File: src/rtl/serial_adder_ctrl.sv
// Bit-serial add/subtract sequencer: one full adder walks the operands LSB-first with a registered carry.
// WIDTH+1 cycles from start to done; start is ignored while busy, and results stay held until the next done.

module adder_1bit (
   input  logic a,
   input  logic b,
   input  logic cin,
   output logic sum,
   output logic cout
);
   assign sum  = a ^ b ^ cin;
   assign cout = (a & b) | (cin & (a ^ b));
endmodule

module serial_adder_ctrl #(
   parameter int WIDTH = 8
) (
   input  logic             clk,
   input  logic             rst_n,
   input  logic             start,
   input  logic             sub,
   input  logic [WIDTH-1:0] a,
   input  logic [WIDTH-1:0] b,
   output logic             busy,
   output logic             done,
   output logic [WIDTH-1:0] sum,
   output logic             cout,
   output logic             overflow
);
   localparam int CW = (WIDTH > 1) ? $clog2(WIDTH) : 1;
   localparam logic [CW-1:0] LAST = CW'(WIDTH - 1);

   typedef enum logic [1:0] {IDLE, RUN, DONE} state_t;

   state_t           state_q, state_d;
   logic [WIDTH-1:0] a_q, a_d, b_q, b_d, res_q, res_d, sum_q, sum_d;
   logic             carry_q, carry_d, cout_q, cout_d, ovf_q, ovf_d;
   logic [CW-1:0]    cnt_q, cnt_d;
   logic             fa_sum, fa_cout;

   adder_1bit u_fa (
      .a   (a_q[0]),
      .b   (b_q[0]),
      .cin (carry_q),
      .sum (fa_sum),
      .cout(fa_cout)
   );

   always_comb begin
      state_d = state_q;
      a_d     = a_q;
      b_d     = b_q;
      res_d   = res_q;
      carry_d = carry_q;
      cnt_d   = cnt_q;
      sum_d   = sum_q;
      cout_d  = cout_q;
      ovf_d   = ovf_q;
      case (state_q)
         IDLE, DONE: begin
            if (start) begin
               // Subtraction is a + ~b + 1; the +1 rides in on the initial carry.
               a_d     = a;
               b_d     = sub ? ~b : b;
               carry_d = sub;
               cnt_d   = '0;
               state_d = RUN;
            end else begin
               state_d = IDLE;
            end
         end
         RUN: begin
            a_d     = a_q >> 1;
            b_d     = b_q >> 1;
            res_d   = {fa_sum, res_q[WIDTH-1:1]};
            carry_d = fa_cout;
            cnt_d   = cnt_q + CW'(1);
            if (cnt_q == LAST) begin
               // carry_q is still the carry into the MSB here.
               sum_d   = {fa_sum, res_q[WIDTH-1:1]};
               cout_d  = fa_cout;
               ovf_d   = carry_q ^ fa_cout;
               cnt_d   = '0;
               state_d = DONE;
            end
         end
         default: state_d = IDLE;
      endcase
   end

   always_ff @(posedge clk or negedge rst_n) begin
      if (!rst_n) begin
         state_q <= IDLE;
         a_q     <= '0;
         b_q     <= '0;
         res_q   <= '0;
         carry_q <= 1'b0;
         cnt_q   <= '0;
         sum_q   <= '0;
         cout_q  <= 1'b0;
         ovf_q   <= 1'b0;
      end else begin
         state_q <= state_d;
         a_q     <= a_d;
         b_q     <= b_d;
         res_q   <= res_d;
         carry_q <= carry_d;
         cnt_q   <= cnt_d;
         sum_q   <= sum_d;
         cout_q  <= cout_d;
         ovf_q   <= ovf_d;
      end
   end

   assign busy     = (state_q == RUN);
   assign done     = (state_q == DONE);
   assign sum      = sum_q;
   assign cout     = cout_q;
   assign overflow = ovf_q;
endmodule

File: config.mk
export PLATFORM = sky130hd
export DESIGN_NAME = serial_adder_ctrl
export DESIGN_NICKNAME = d
export VERILOG_FILES = /design/src/rtl/serial_adder_ctrl.sv
export SDC_FILE = /design/constraint.sdc
export NUM_CORES = 1
export LEC_CHECK = 0
export BUFFER_PORTS_ARGS = -buffer_cell sky130_fd_sc_hd__buf_2
export CAP_MARGIN = 25
export CELL_PAD_IN_SITES_DETAIL_PLACEMENT = 1
export CELL_PAD_IN_SITES_GLOBAL_PLACEMENT = 1
export CORE_MARGIN = 1.5
export CORE_UTILIZATION = 40
export DETAILED_ROUTE_END_ITERATION = 7
export PLACE_DENSITY_LB_ADDON = 0.2
export SYNTH_ARGS = -nofsm -noshare
export SYNTH_HDL_FRONTEND = slang
export SYNTH_SLANG_ARGS = --single-unit
File: constraint.sdc
create_clock -name clk -period 2 [get_ports clk]
set_input_delay 0 -clock clk [delete_from_list [all_inputs] [get_ports clk]]
set_output_delay 0 -clock clk [all_outputs]
set_load 0.01 [all_outputs]
==> run_results.csv <==
group,metric,value,unit
synthesis,synth_cells,147,
synthesis,postSynthRegisterBits,39,
sta,hold_viol_final,0,
cts,cts_max_path_buffers,2,
cts,post-cts-setup-buffers,0,
synthesis,synth.area.mux_share,5.94,%
route,drt.antenna.violating_nets,0,
synthesis,syn_area,0.00171,mm^2
flow_run,cap_violations,0,
die,die_width,68.3,um
synthesis,postSynthNetCount,170,
cts,cts.repair.resized,0,
worst_setup_path,path_cells,"ha_1 > ha_1 > nand3b_1 > buf_4 > mux2_2",
synthesis,yosys_warnings,0,
global_route,grt_max_degree,40,
die,effective_utilization_at_floorplan,42.0,%
sta,fin_tns_setup,0,ns
route,wl,3730,um
cts,numCtsBuffers,5,
sta,final_max_slew_viol_count,0,
worst_setup_path,slowest_delay,0.41,ns
finish,layout_commonest_cell,"sky130_fd_sc_hd__dfrtp_1",
sta,worst_pin_slew,0.886,ns
cts,cts-root-buf,"sky130_fd_sc_hd__clkbuf_8",
sta,timing.final.setup_violations,0,
worst_setup_path,cp-end-kind,"flop",
sta,hold_ws,0.0642,ns
placement,placedInstanceArea,0.00187,mm^2
synthesis,synth-async-reset-ratio,100,%
sta,layout_worst_path_cycle_share,81.2,%
status,run_status,"finished, final reports clean",
finish,final_cell_area,0.00208,mm^2
synthesis,synth_largest_area_cell,"sky130_fd_sc_hd__dfrtp_1",
cts,cts_tree,"yes",
worst_setup_path,critical_path_peak_fanout,12,
die,num_io_pins,32,
global_route,number_of_global_route_vias_before_repair,1374,
global_route,groute.usage.overall,19.0,%
route,drc,0,
pwr,p_leak,1.04,nW
synthesis,synth-edff-count,0,
synthesis,synth.area.top_cells,"sky130_fd_sc_hd__dfrtp_1 (57%), sky130_fd_sc_hd__nand2_1 (6.6%), sky130_fd_sc_hd__mux2_2 (5.9%), sky130_fd_sc_hd__a221o_1 (4.1%), sky130_fd_sc_hd__xnor2_1 (4.1%)",
route,dr_total_vias,1226,
route,drt_iter0_markers,39,
worst_setup_path,worstSetupStartpointType,"flop",
die,core.rowCount,23,
finish,area_growth,21.7,%
hold_path,hold_path_class,"input pin to flop",
sta,finalClockSkew,0.00449,ns
finish,layout.filler_cells,460,
worst_setup_path,crit_slowest_cell,"sky130_fd_sc_hd__dfrtp_1",
global_route,grt_pass1_wl,6450,um
finish,antenna_cells,0,
finish,ratio_of_cells_with_drive_above_1_in_the_final_layout,28.3,%
sta,rsz_0062_raised_after_global_routing,"false",
pwr,power-per-cell-area,1580,mW/mm^2
die,core_area,0.00406,mm^2
synthesis,post_synth_and_or_nand_nor_area_fraction,13.6,%
synthesis,post_synth_fa_ha_maj_area_fraction,2.64,%
placement,io_buffer_count,31,
synthesis,area_fraction_in_compound_gates_after_synthesis,10.8,%
die,die_h,68.3,um
sta,slew-limit-headroom,40.9,%
route,detail_route.vias_per_cell,5.17,
cts,cts.sink_count,39,
synthesis,main_combinational_cell_family_by_area_after_synthesis,"simple AND/OR/NAND/NOR gates",
synthesis,post_synth.cell_area_avg,11.6,um^2
synthesis,synth_flop_cell,"sky130_fd_sc_hd__dfrtp_1",
cts,worstSkewPairLatency,0.28,ns
placement,place_hpwl,2500,um
finish,design.final.nets,209,
pwr,max-vdd-ir-drop,0.000515,V
finish,multi_input_area,641,um^2
global_route,grt_antenna_before_repair,0,
placement,place_congestion,0.710,
finish,ff_latch_area,976,um^2
synthesis,synth_seq_area_share,57.2,%
sta,finalWorstPathRequiredPeriod,1.62,ns
synthesis,post_synth_xor_area_fraction,4.62,%
worst_setup_path,worst-endpoint-arrival,1.79,ns
worst_setup_path,critical-path-top-cell-by-count,"sky130_fd_sc_hd__ha_1",
global_route,grt_overflow_total,0,
sta,achievable-frequency,616,MHz
worst_setup_path,required,2.17,ns
cts,cts.htree.levels,2,
finish,final_cell_mix,"sky130_fd_sc_hd__dfrtp_1 (39), sky130_fd_sc_hd__buf_2 (31), sky130_fd_sc_hd__nand2_1 (30), sky130_fd_sc_hd__mux2_2 (9), sky130_fd_sc_hd__dlygate4sd3_1 (9)",
route,route.detailed.wl_per_inst,15.8,um
finish,post-route-util,51.2,%
worst_setup_path,setup.worst_path.class,"flop to flop",
synthesis,synth_cell_type_count,27,
route,drt-pass1-iter-count,4,
cts,clk_transition_reported_paths,0.08,ns
synthesis,synth_largest_type_area_fraction,57.2,%
die,die-area,0.00466,mm^2
==> metrics by stage <==
| step | power (mW) | setup slack, ns | instances |
|---|---|---|---|
| floorplan | 2.27 | 0.432 | 147 |
| global placement | 2.51 | 0.469 | 220 |
| detailed placement | 2.62 | 0.378 | 220 |
| CTS | 3.31 | 0.368 | 237 |
| global route | 3.52 | 0.322 | 237 |
| finish | 3.27 | 0.376 | 237 |
==> layer usage <==
metal	track usage, %	wire length [um]	up-vias
met5	0	0	-
met1	24.3	1720	620
met4	6.75	23	0
met3	3.45	125	2
met2	32.2	1870	26
li1	-	-	578
==> final timing paths <==
kind | start | to | slack (ns) | cells after the start
setup / recovery | cnt_q[0] | sum[5] | 0.38 | 5
hold / removal | b[7] | b_q[7] | 0.06 | 3
setup reg to reg | cnt_q[0] | sum[5] | 0.38 | 5
hold reg to reg | res_q[1] | res_q[1] | 0.50 | 2
max in group asynchronous | rst_n | a_q[7] | 1.08 | 2
min in group asynchronous | rst_n | sum[4] | 0.37 | 2
==> cell usage after synthesis (3+ instances only) <==
library cell              number
sky130_fd_sc_hd__a221o_1       7
sky130_fd_sc_hd__a22o_1        3
sky130_fd_sc_hd__a22oi_1       8
sky130_fd_sc_hd__buf_2         5
sky130_fd_sc_hd__buf_6         3
sky130_fd_sc_hd__dfrtp_1      39
sky130_fd_sc_hd__mux2_2        9
sky130_fd_sc_hd__nand2_1      30
sky130_fd_sc_hd__nand3_1       8
sky130_fd_sc_hd__nor2_1        7
sky130_fd_sc_hd__xnor2_1       8
==> report_power, final <==
group / total (mW) / leakage [nW] / internal, mW / switching [mW]
Combinational: 1.21 / 0.485 / 0.547 / 0.667
Clock: 0.677 / 0.0612 / 0.404 / 0.274
Sequential: 1.38 / 0.489 / 1.15 / 0.227
Total: 3.27 / 1.04 / 2.10 / 1.17
==> cell type report <==
cell class / instances / area share, %
Clock buffer: 6 / 3.98
Clock inverter: 2 / 1.69
Inverter: 3 / 0.904
Multi-Input combinational cell: 95 / 30.9
Sequential cell: 39 / 47.0
Tap cell: 50 / 3.01
Timing Repair Buffer: 42 / 12.5
==> worst max-delay path, delay by kind of cell (launching register included) <==
kind | cells | cell delay, ns
and+or+nand+nor | 1 | 0.10
muxes | 1 | 0.36
DFF | 1 | 0.41
buffers and inverters | 1 | 0.21
adders and majority gates | 2 | 0.43
==> cell families (layout without fill, tap and decap cells) <==
family,Yosys count,count (layout)
flip-flops,39,39
AO/OA/AOI/OAI,22,22
XOR/XNOR,9,9
AND/OR/NAND/NOR,52,52
buffers and inverters,13,53
adder cells (fa/ha/maj),3,3
multiplexers,9,9
==> flip-flops by register name (all words and copies together), names as in the netlist <==
register	cells
a_q	8
b_q	8
carry_q	1
cnt_q	3
cout	1
overflow	1
res_q	7
state_q	2
sum	8
==> what timing repair did <==
| action | in CTS | in global routing |
|---|---|---|
| hold endpoints to repair | 47 | 0 |
| hold buffers | 9 | 0 |
| endpoints found under the setup margin | 0 | 0 |
Note: power is estimated with default switching activity, not from simulation.
